## config.mk

```make
export PLATFORM = sky130hd
export DESIGN_NAME = sccb_target
export DESIGN_NICKNAME = d
export VERILOG_FILES = /design/src/rtl/sccb_target.sv
export SDC_FILE = /design/constraint.sdc
export NUM_CORES = 1
export LEC_CHECK = 0
export ABC_AREA = 1
export BUFFER_PORTS_ARGS = -buffer_cell sky130_fd_sc_hd__buf_2
export CORE_MARGIN = 1
export CORE_UTILIZATION = 35
export CTS_BUF_LIST = sky130_fd_sc_hd__clkbuf_2 sky130_fd_sc_hd__clkbuf_4 sky130_fd_sc_hd__clkbuf_8
export CTS_CLUSTER_DIAMETER = 150
export DETAILED_ROUTE_END_ITERATION = 6
export PLACE_DENSITY = 0.59
export SETUP_SLACK_MARGIN = 0.1
export SLEW_MARGIN = 20
export SYNTH_ARGS = -nofsm -noshare
export SYNTH_HDL_FRONTEND = slang
export SYNTH_SLANG_ARGS = --single-unit
```

## constraint.sdc

```tcl
create_clock -name clk_sys -period 3.2 [get_ports clk_sys]
set_input_delay 0.32 -clock clk_sys [delete_from_list [all_inputs] [get_ports clk_sys]]
set_output_delay 0.32 -clock clk_sys [all_outputs]
set_load 0.1 [all_outputs]
```

## src/rtl/sccb_target.sv

```systemverilog
// SCCB responder: decodes 3-phase writes and 2-phase pointer writes into register strobes.
// Optional read path enabled by defining SCCB_TARGET_READ_EN.
//
// state     | meaning
// IDLE      | bus free, waiting for START
// ID        | shifting device ID byte
// ADDR_H    | shifting register address high byte
// ADDR_L    | shifting register address low byte
// DATA      | shifting write data byte
// RD_DATA   | driving read data byte to the master
// WAIT_STOP | transaction done or not ours, ignore bits until STOP
module sccb_target #(
  parameter logic [7:0] DEV_ID      = 8'h78,
  parameter int         SYNC_STAGES = 2
) (
  input  logic        clk_sys,
  input  logic        reset,
  input  logic        SIOC,
  input  logic        SIOD_i,
  output logic        SIOD_oe,
  output logic        wr_valid,
  output logic [15:0] wr_addr,
  output logic [7:0]  wr_data,
  output logic [15:0] rd_addr,
  input  logic [7:0]  rd_data,
  output logic        busy,
  output logic        err
);

  localparam logic [2:0] IDLE      = 3'd0;
  localparam logic [2:0] ID        = 3'd1;
  localparam logic [2:0] ADDR_H    = 3'd2;
  localparam logic [2:0] ADDR_L    = 3'd3;
  localparam logic [2:0] DATA      = 3'd4;
  localparam logic [2:0] RD_DATA   = 3'd5;
  localparam logic [2:0] WAIT_STOP = 3'd6;

`ifdef SCCB_TARGET_READ_EN
  localparam logic READ_EN = 1'b1;
`else
  localparam logic READ_EN = 1'b0;
`endif

  logic [SYNC_STAGES-1:0] sioc_sync, siod_sync;
  logic       sioc_s, siod_s, sioc_d, siod_d;
  logic       sioc_rise, sioc_fall, bus_start, bus_stop;
  logic [2:0] state;
  logic [3:0] bit_cnt;
  logic [7:0] shift, addr_h, data_q;
  logic [7:0] byte_in;
  logic       ack_q, ack_next, id_match;
  logic       wr_done, wr_go;
  logic       wr_open, stop_ok;

  assign sioc_s = sioc_sync[SYNC_STAGES-1];
  assign siod_s = siod_sync[SYNC_STAGES-1];

  // Bus idles high, so the synchronizers reset to 1 to avoid phantom edges.
  always_ff @(posedge clk_sys) begin
    if (reset) begin
      sioc_sync <= '1;
      siod_sync <= '1;
      sioc_d    <= 1'b1;
      siod_d    <= 1'b1;
    end else begin
      sioc_sync <= {sioc_sync[SYNC_STAGES-2:0], SIOC};
      siod_sync <= {siod_sync[SYNC_STAGES-2:0], SIOD_i};
      sioc_d    <= sioc_s;
      siod_d    <= siod_s;
    end
  end

  // SIOC must be stably high for START/STOP, so coincident edges read as data.
  assign sioc_rise = sioc_s & ~sioc_d;
  assign sioc_fall = ~sioc_s & sioc_d;
  assign bus_start = sioc_s & sioc_d & siod_d & ~siod_s;
  assign bus_stop  = sioc_s & sioc_d & ~siod_d & siod_s;

  assign byte_in  = {shift[6:0], siod_s};
  assign id_match = (byte_in[7:1] == DEV_ID[7:1]);

  always_comb begin
    ack_next = 1'b0;
    case (state)
      ID:                   ack_next = id_match & (READ_EN | ~byte_in[0]);
      ADDR_H, ADDR_L, DATA: ack_next = 1'b1;
      default:              ack_next = 1'b0;
    endcase
  end

  // The SIOC rise that precedes STOP/Sr samples one dummy bit, so DATA with
  // at most one bit counted still means the pointer write finished cleanly.
  assign stop_ok = (state == WAIT_STOP) || ((state == DATA) && (bit_cnt <= 4'd1));
  assign wr_open = (state == ADDR_H) || (state == ADDR_L) ||
                   ((state == DATA) && (bit_cnt > 4'd1)) ||
                   ((state == WAIT_STOP) && wr_done);

`ifdef SCCB_TARGET_READ_EN
  logic [7:0] rd_shift;
`else
  logic unused_rd;
  assign unused_rd = ^rd_data;
`endif

  always_ff @(posedge clk_sys) begin
    if (reset) begin
      state    <= IDLE;
      bit_cnt  <= 4'd0;
      shift    <= 8'd0;
      addr_h   <= 8'd0;
      data_q   <= 8'd0;
      ack_q    <= 1'b0;
      wr_done  <= 1'b0;
      wr_go    <= 1'b0;
      SIOD_oe  <= 1'b0;
      wr_valid <= 1'b0;
      wr_addr  <= 16'd0;
      wr_data  <= 8'd0;
      rd_addr  <= 16'd0;
      busy     <= 1'b0;
      err      <= 1'b0;
`ifdef SCCB_TARGET_READ_EN
      rd_shift <= 8'd0;
`endif
    end else begin
      err      <= 1'b0;
      wr_valid <= 1'b0;
      if (wr_go) begin
        wr_valid <= 1'b1;
        wr_addr  <= rd_addr;
        wr_data  <= data_q;
        wr_go    <= 1'b0;
      end
      if (bus_start) begin
        err     <= wr_open;
        state   <= ID;
        bit_cnt <= 4'd0;
        ack_q   <= 1'b0;
        wr_done <= 1'b0;
        SIOD_oe <= 1'b0;
        busy    <= 1'b1;
      end else if (bus_stop) begin
        if (state != IDLE) begin
          err   <= ~stop_ok;
          wr_go <= (state == WAIT_STOP) && wr_done;
        end
        state   <= IDLE;
        bit_cnt <= 4'd0;
        wr_done <= 1'b0;
        SIOD_oe <= 1'b0;
        busy    <= 1'b0;
      end else if (sioc_rise && (state != IDLE) && (state != WAIT_STOP)) begin
        if (bit_cnt == 4'd8) begin
          bit_cnt <= 4'd0;
          case (state)
            ID:      state <= ack_q ? (shift[0] ? RD_DATA : ADDR_H) : WAIT_STOP;
            ADDR_H:  begin addr_h <= shift; state <= ADDR_L; end
            ADDR_L:  begin rd_addr <= {addr_h, shift}; state <= DATA; end
            DATA:    begin data_q <= shift; wr_done <= 1'b1; state <= WAIT_STOP; end
            default: state <= WAIT_STOP;
          endcase
        end else begin
          shift   <= byte_in;
          bit_cnt <= bit_cnt + 4'd1;
          if (bit_cnt == 4'd7) begin
            ack_q <= ack_next;
`ifdef SCCB_TARGET_READ_EN
            if (state == ID) rd_shift <= rd_data;
`endif
          end
        end
      end else if (sioc_fall) begin
        if (bit_cnt == 4'd8) SIOD_oe <= ack_q;
`ifdef SCCB_TARGET_READ_EN
        else if (state == RD_DATA) SIOD_oe <= ~rd_shift[3'd7 - bit_cnt[2:0]];
`endif
        else SIOD_oe <= 1'b0;
      end
    end
  end

endmodule
```

==> flow_summary.yaml, run 1 <==
floorplanning:
  initial_core_util_pct: 36.8
  dieArea_um2: 9750
  rows: 34
  die_y_um: 98.7
  dieWidth_um: 98.7
  io_pins: 56
  core_area_um2: 8890
timing:
  timing.final.max_slew_violations: 0
  finalSetupViolCount: 0
  layout_setup_ws_ns: 1.47
  fmax_mhz: 577
  tightest_slew_ns: 0.830
  period_share_pct: 54.1
  final.setup.tns_ns: 0
  period_needed_ns: 1.73
  rsz0062_at_grt: "false"
  whs_ns: 0.145
  hold_violations: 0
  finClkSkew_ns: 0.0133
  slew_headroom_pct: 44.6
clock_network:
  cts_resized: 0
  cts_buffers: 9
  path_clk_slew_ns: 0.09
  post_cts_buffers: 0
  cts_tree: "built"
  root_buffer: "clkbuf_8"
  clock-sinks: 84
  cts-hold-fix-buffers: 0
  cts-htree-levels: 3
  insertion_delay_ns: 0.35
  cts.path.max_buffers: 2
grt:
  antenna_found_initial: 0
  grt_usage_pct: 16.0
  grt_first_pass_wirelength_mm: 12.3
  gr-total-overflow: 0
  grt_pass1_vias: 2687
  grt_max_degree: 61
synth:
  synth_fp_nets: 432
  synth-async-reset-ratio_pct: 0
  yosysWarnings: 0
  synth_top_family_by_area: "simple AND/OR/NAND/NOR gates"
  avgSynthCellArea_um2: 7.85
  synth_cell_type_count: 25
  netlist_top_cells_area: "dfxtp_1 (51%), nor2_1 (14%), o21ai_0 (7.3%)"
  synth.largest_area_cell: "dfxtp_1"
  syn-cell-area_um2: 3270
  synth_xor_xnor_area_share_pct: 0
  synthMuxAreaShare_pct: 0
  ys_ff_latch: 84
  yosys.area_share.simple_pct: 29.7
  synthCells: 417
  synth_edf_count: 0
  synth.top_cell.area_share_pct: 51.4
  synth_fa_ha_area_share_pct: 1.15
  synth_compound_area_share_pct: 12.3
  ys_seq_area_share_pct: 51.4
  synth_common_cells: "nor2_1 (120), dfxtp_1 (84), o21ai_0 (48)"
  synth_flop_cell: "dfxtp_1"
  yosysMostFrequentCell: "nor2_1"
detailed_routing:
  vias: 2718
  drt_iter0_markers: 96
  dr.pass1.iters: 4
  viasPerCell: 4.73
  final_antenna_net_count: 0
  wl_per_cell_um: 12.3
  wirelength_mm: 7.06
  drc: 0
worst_setup_path:
  cp-end-kind: "flop"
  worstPathArrival_ns: 1.99
  critical_path_required_ns: 3.45
  path_class: "reg2reg"
  cpMaxStageDelayCell: "dfxtp_1"
  path_buf_inv: 3
  critical_path.top_delay_family: "simple AND/OR/NAND/NOR gates"
  worst-path-max-fanout: 17
  cp_cell_sequence: "inv_1 > ha_1 > nand2_2 > nor2_8 > inv_4 > nor2_8 > inv_4 > nor2_1 > nor2_1"
  slowest_delay_ns: 0.35
  start_kind: "flop"
min_path:
  min_path_type: "in2reg"
finish:
  final.fill_count: 930
  stdcell_count: 575
  area_growth_pct: 14.9
  antenna_cells: 0
  layout.nets: 477
  design_area_um2: 3760
  final_util_pct: 42.3
  drive_gt1_share_pct: 21.2
place:
  place.gp.congestion: 0.783
  port_buffers: 47
  placed_cell_area_um2: 3580
  post-place-ws_ns: 1.45
  dp.cells: 559
  place_hpwl_mm: 4.70
power:
  p_per_area_nw_per_um2: 471
  p_leak_nw: 1.82
  ir_drop_uv: 223
  totalPowerFinal_mw: 1.77
run:
  max_cap_violations: 0
outcome:
  status: "finished, final reports clean"
[layer usage]
metal | up-vias | track usage, % | routed length, µm
met5 | - | 0 | 0
met4 | 0 | 7.35 | 155
met3 | 15 | 3.83 | 232
met2 | 48 | 26.5 | 3160
met1 | 1229 | 19.8 | 3510
li1 | 1426 | - | -
[area by class of cell]
| class | instances | area [µm²] | area share (%) |
|---|---|---|---|
| inverter | 27 | 109 | 2.89 |
| tap | 108 | 135 | 3.59 |
| multi-input combinational | 292 | 1420 | 37.6 |
| timing repair buffer | 48 | 243 | 6.45 |
| sequential | 84 | 1680 | 44.7 |
| clock inverter | 6 | 48.8 | 1.30 |
| clock buffer | 10 | 131 | 3.49 |
[layout by cell type, fill, tap and decap left out, types with 4 or more instances in the layout]
cell type and n:
dfxtp_1 84, clkbuf_8 9, nor2_8 4, nand3_1 8, nand4_1 6, o21ai_0 48, buf_2 47, nor2_2 10
inv_2 6, o21ai_1 14, nor2_1 120, nand2_1 45, a21oi_1 17, or2_2 4, nor3_1 5, inv_1 18
[state kept, by name, indices dropped and copies added, names as in the netlist, 3 cells and up]
signal and count:
wr_data 8, shift 8, state 3, addr_h 8
rd_addr 16, bit_cnt 4, data_q 8, wr_addr 16
[worst register-to-register path, stage by stage (launching register included)]
cell,delay (ns)
dfxtp_1,0.35
inv_1,0.11
ha_1,0.19
nand2_2,0.09
nor2_8,0.18
inv_4,0.09
nor2_8,0.27
inv_4,0.16
nor2_1,0.14
nor2_1,0.05
[power by group]
group	internal (mW)	leakage, nW	switching [mW]	total, mW
clock	0.295	0.0825	0.386	0.682
combinational	0.00950	1.06	0.0293	0.0388
sequential	1.05	0.678	0.00286	1.05
total	1.35	1.82	0.418	1.77
[final timing paths]
kind,end,slack [ns],depth (start not counted),startpoint
worst max register to register,rd_addr[5]$_SDFFE_PP0P_,1.47,9,bit_cnt[0]$_SDFFE_PP0N_
worst max-delay path,rd_addr[5]$_SDFFE_PP0P_,1.47,9,bit_cnt[0]$_SDFFE_PP0N_
worst min-delay path,sioc_sync[0]$_SDFF_PP1_,0.15,2,SIOC
worst min register to register,siod_sync[1]$_SDFF_PP1_,0.40,1,siod_sync[0]$_SDFF_PP1_
[cell families after synthesis]
logic type | Yosys count
AND/OR/NAND/NOR | 209
flip-flops | 84
AO/OA/AOI/OAI | 80
buffers and inverters | 41
adder cells (fa/ha/maj) | 3
Note: power is estimated with default switching activity, not from simulation.
==> run 2, diff against run 1 <==
==> constraint.sdc (replaced) <==
create_clock -name clk_sys -period 1.6 [get_ports clk_sys]
set_input_delay 0.16 -clock clk_sys [delete_from_list [all_inputs] [get_ports clk_sys]]
set_output_delay 0.16 -clock clk_sys [all_outputs]
set_load 0.1 [all_outputs]
==> flow_summary.yaml, run 2 (synthesis results as in run 1) <==
outcome:
  status: "finished, final reports clean"
detailed_routing:
  wl_met1_mm: 3.61
  final_antenna_net_count: 0
  drc: 0
  wirelength_mm: 7.28
  wl_met2_mm: 3.36
  wl_met3_um: 257
  dr.pass1.iters: 4
  wl_per_cell_um: 12.2
  viasPerCell: 4.70
  vias: 2801
  drt_iter0_markers: 108
  highest_layer: "met4"
timing:
  hold_violations: 0
  rsz0062_at_grt: "true"
  final.setup.tns_ns: 0
  slew_headroom_pct: 67.4
  finalSetupViolCount: 0
  fmax_mhz: 704
  period_share_pct: 88.7
  period_needed_ns: 1.42
  timing.final.max_slew_violations: 0
  finClkSkew_ns: 0.0111
  tightest_slew_ns: 0.493
place:
  place_hpwl_mm: 4.94
  dp.cells: 573
  port_buffers: 47
  place.gp.congestion: 0.840
clock_network:
  cts.path.max_buffers: 2
  root_buffer: "clkbuf_8"
  clock-sinks: 84
  insertion_delay_ns: 0.36
  cts_tree: "built"
  cts-htree-levels: 3
  path_clk_slew_ns: 0.09
  cts_buffers: 9
floorplanning:
  dieWidth_um: 98.7
  core_area_um2: 8890
  die_y_um: 98.7
  initial_core_util_pct: 36.8
  dieArea_um2: 9750
  rows: 34
  io_pins: 56
finish:
  stdcell_count: 596
  area_growth_pct: 23.8
  ff_latch_area_um2: 1690
  layout.nets: 498
  reg.largest.list: "rd_addr (16), wr_addr (16)"
  multiInputGateArea_um2: 1440
  drive_gt1_share_pct: 26.0
  antenna_cells: 0
  final.fill_count: 881
  mostFrequentLayoutCell: "nor2_1"
  layout_common_cells: "nor2_1 (119), dfxtp_1 (79), o21ai_0 (47), buf_2 (47), nand2_1 (45)"
grt:
  grt_usage_pct: 16.2
  antenna_found_initial: 0
  grt_pass1_vias: 2657
  grt_first_pass_wirelength_mm: 12.5
  gr-total-overflow: 0
  grt_max_degree: 61
worst_setup_path:
  slowest_delay_ns: 0.36
  critical_path.top_delay_family: "simple AND/OR/NAND/NOR gates"
  worstPathArrival_ns: 1.70
  cp_cell_sequence: "inv_2 > ha_4 > nand2_4 > nor2_8 > nand4_1 > inv_1 > nand2_1 > a21oi_1"
  critical_path_required_ns: 1.88
  path_buf_inv: 2
  cp-end-kind: "flop"
  start_kind: "flop"
  worst-path-max-fanout: 5
  path_class: "reg2reg"
  cpMaxStageDelayCell: "dfxtp_4"
run:
  max_cap_violations: 0
power:
  ir_drop_uv: 558
  p_leak_nw: 1.98
  p_per_area_nw_per_um2: 970
min_path:
  min_path_type: "in2reg"
-- run 2: changes by cell type in the layout (fill, tap and decap cells not counted), moves of 2 or more --
cell,before,now
inv_4,3,1
dfxtp_1,84,79
dlygate4sd3_1,0,2
inv_2,6,8
inv_6,1,5
dfxtp_2,0,4
clkinvlp_4,3,1
buf_12,0,3
buf_4,1,17
inv_1,18,16
bufinv_16,0,2
clkinv_4,2,0
-- run 2: stage by stage --
stage	cell area, µm²	power, mW	hold slack (ns)	setup slack (ns)	util [%]
finish	4050	3.93	0.189	0.180	45.6
global route	4050	4.08	0.193	0.0465	45.6
CTS	3980	3.98	0.161	0.0845	44.8
detailed placement	3710	2.24	0.344	0.0822	41.8
global placement	3710	2.24	0.341	0.114	41.8
floorplan	3270	2.21	0.229	0.126	-
-- run 2: metal layers --
layer / track usage [%] / vias to the layer above
met5: 0 / -
met4: 4.48 / 0
met3: 4.26 / 4
met2: 26.3 / 48
met1: 21.3 / 1278
li1: - / 1471
-- run 2: tightest hold or removal path, cell delays in order --
cell and delay (ns):
buf_2 0.08, buf_4 0.20, a21oi_1 0.06
-- run 2: what timing repair did --
action / in CTS / in global routing
pin swaps: 4 / 3
hold buffers: 2 / 0
cloned: 0 / 0
setup buffers: 1 / 4
gates resized for setup: 5 / 11
hold endpoints to repair: 2 / 0
setup endpoints to repair: 22 / 48
-- run 2: final cells by class --
class | count | share of cell area [%]
Tap cell | 108 | 3.33
Sequential cell | 84 | 41.7
Timing Repair Buffer | 69 | 10.9
Inverter | 27 | 2.81
Multi-Input combinational cell | 292 | 35.5
Clock inverter | 6 | 2.31
Clock buffer | 10 | 3.40
-- run 2: worst paths after layout --
| check | from | endpoint | cells past startpoint | slack [ns] |
|---|---|---|---|---|
| max | bit_cnt[0]$_SDFFE_PP0N_ | state[2]$_SDFFE_PP0P_ | 8 | 0.18 |
| min | reset | state[0]$_SDFFE_PP0P_ | 3 | 0.19 |
| max reg2reg | bit_cnt[0]$_SDFFE_PP0N_ | state[2]$_SDFFE_PP0P_ | 8 | 0.18 |
| min reg2reg | siod_sync[0]$_SDFF_PP1_ | siod_sync[1]$_SDFF_PP1_ | 1 | 0.41 |
-- run 2: power by group --
part,switching [mW],total [mW],internal (mW)
clock network,0.802,1.74,0.939
logic,0.0621,0.0905,0.0284
registers,0.00537,2.10,2.09
==> run 3, diff against run 2 <==
--- a/config.mk
+++ b/config.mk
@@ -5,7 +5,6 @@
 export SDC_FILE = /design/constraint.sdc
 export NUM_CORES = 1
 export LEC_CHECK = 0
-export ABC_AREA = 1
 export BUFFER_PORTS_ARGS = -buffer_cell sky130_fd_sc_hd__buf_2
 export CORE_MARGIN = 1
 export CORE_UTILIZATION = 35
==> flow_summary.yaml, run 3 <==
detailed_routing:
  dr.pass1.iters: 7
  wl_per_cell_um: 13.3
  viasPerCell: 4.90
  drc: 2
  drt_iter0_markers: 113
  wirelength_mm: 6.90
  final_antenna_net_count: 0
  vias: 2536
finish:
  layout.nets: 421
  final.fill_count: 862
  reg.largest.list: "rd_addr (16), wr_addr (16)"
  layout_common_cells: "dfxtp_1 (77), nor2_1 (63), mux2i_1 (57)"
  area_growth_pct: 27.0
  drive_gt1_share_pct: 30.5
  antenna_cells: 0
  mostFrequentLayoutCell: "dfxtp_1"
  design_area_um2: 4120
worst_setup_path:
  start_kind: "flop"
  critical_path_required_ns: 1.82
  critical_path.top_delay_family: "simple AND/OR/NAND/NOR gates"
  worst-path-max-fanout: 8
  cp_cell_sequence: "nand2b_1 > or4_4 > mux2i_1 > nor2_1"
  cp-end-kind: "flop"
  slowest_delay_ns: 0.70
  path_buf_inv: 0
  worstPathArrival_ns: 1.91
  cpMaxStageDelayCell: "or4_4"
  path_class: "reg2reg"
clock_network:
  cts.path.max_buffers: 2
  cts_tree: "built"
  root_buffer: "clkbuf_8"
  clock-sinks: 84
  cts-htree-levels: 3
  insertion_delay_ns: 0.35
  cts_buffers: 9
  path_clk_slew_ns: 0.08
timing:
  period_needed_ns: 1.68
  fmax_mhz: 594
  whs_ns: 0.0721
  finalSetupViolCount: 22
  timing.final.max_slew_violations: 0
  final.setup.tns_ns: -1.01
  rsz0062_at_grt: "true"
  slew_headroom_pct: 67.7
  layout_setup_ws_ns: -0.0841
  tightest_slew_ns: 0.488
  hold_violations: 0
  finClkSkew_ns: 0.00747
  period_share_pct: 105
run:
  max_cap_violations: 0
outcome:
  violations: "DRC, setup timing"
  status: "finished, violations left"
synth:
  yosysMostFrequentCell: "dfxtp_1"
  synth.top_cell.area_share_pct: 51.9
  avgSynthCellArea_um2: 9.82
  synth_cell_type_count: 43
  synth_fp_nets: 345
  netlist_top_cells_area: "dfxtp_1 (52%), mux2i_1 (18%), nor2_1 (7.3%)"
  syn-cell-area_um2: 3240
  synth_flop_cell: "dfxtp_1"
  synth_edf_count: 0
  synth-async-reset-ratio_pct: 0
  ys_seq_area_share_pct: 51.9
  yosysWarnings: 0
  synth_common_cells: "dfxtp_1 (84), nor2_1 (63), mux2i_1 (57)"
  ys_ff_latch: 84
  synthCells: 330
  synth.largest_area_cell: "dfxtp_1"
floorplanning:
  dieWidth_um: 98.2
  core_area_um2: 8850
  io_pins: 56
  die_y_um: 98.2
  dieArea_um2: 9650
  rows: 34
  initial_core_util_pct: 36.6
grt:
  grt_pass1_vias: 2311
  gr-total-overflow: 0
  antenna_found_initial: 0
  grt_usage_pct: 14.8
  grt_first_pass_wirelength_mm: 11.2
  grt_max_degree: 45
place:
  placed_cell_area_um2: 3790
  place.gp.congestion: 0.845
  place_hpwl_mm: 4.44
  port_buffers: 47
power:
  totalPowerFinal_mw: 3.53
  ir_drop_uv: 322
  p_leak_nw: 1.80
  p_per_area_nw_per_um2: 858
min_path:
  min_path_type: "in2reg"
## run 3: cell count changes after synthesis, sizes merged, moves of 4 or more
cell / delta
o21ai: -55
nand3: -7
nand4: -7
nand2: -26
mux2i: +57
nor2: -73
inv: -20
buf: +5
a21oi: -4
## run 3: what timing repair did
item,4_1_cts,5_1_grt
cloned,2,0
endpoints found under the setup margin,44,46
pin swaps,3,7
hold buffers,2,0
endpoints found under the hold margin,2,0
buffers inserted,3,3
gates resized for setup,9,13
## run 3: cell type report
class / count / area (µm²) / share of cell area, %
clock inverter: 4 / 27.5 / 0.669
sequential: 84 / 1690 / 41.1
timing repair buffer: 84 / 584 / 14.2
multi-input combinational: 220 / 1510 / 36.7
clock buffer: 11 / 139 / 3.37
inverter: 7 / 26.3 / 0.638
tap: 108 / 135 / 3.28
## run 3: routing by layer
| metal | vias up | wire (µm) | global-route usage, % |
|---|---|---|---|
| met5 | - | 0 | 0 |
| met3 | 11 | 227 | 3.01 |
| li1 | 1274 | - | - |
| met4 | 0 | 124 | 6.89 |
| met2 | 50 | 3320 | 24.1 |
| met1 | 1201 | 3220 | 18.9 |
## run 3: worst paths after layout
kind                           startpoint                 endpoint  slack [ns]  cells past startpoint
setup / recovery        sioc_d$_SDFF_PP1_  rd_addr[7]$_SDFFE_PP0P_       -0.08                      4
hold / removal                      reset        siod_d$_SDFF_PP1_        0.07                      2
setup reg to reg        sioc_d$_SDFF_PP1_  rd_addr[7]$_SDFFE_PP0P_       -0.08                      4
hold reg to reg   sioc_sync[0]$_SDFF_PP1_  sioc_sync[1]$_SDFF_PP1_        0.41                      1
## run 3: stage by stage
stage | std cells | utilization [%] | setup WS, ns
global route | 518 | 46.5 | -0.155
CTS | 515 | 45.8 | -0.0740
detailed placement | 493 | 42.8 | -0.111
global placement | 493 | 42.8 | -0.0838
floorplan | 330 | - | -0.0984
finish | 518 | 46.5 | -0.0841
## run 3: logic make-up (layout without fill, tap and decap cells)
kind of cell / after synthesis / count (layout) / synth area share (%)
AND/OR/NAND/NOR: 121 / 122 / 18.1
buffers and inverters: 27 / 106 / 3.94
flip-flops: 84 / 84 / 51.9
multiplexers: 57 / 57 / 17.6
adder cells (fa/ha/maj): 3 / 3 / 1.16
AO/OA/AOI/OAI: 36 / 36 / 6.83
XOR/XNOR: 2 / 2 / 0.540
## run 3: where the power goes
part           leakage, nW  switching (mW)  total, mW  internal, mW
combinational         1.04          0.0734      0.115        0.0419
sequential           0.681         0.00779       2.10          2.10
clock               0.0783           0.728       1.31         0.587
total                 1.80           0.809       3.53          2.72
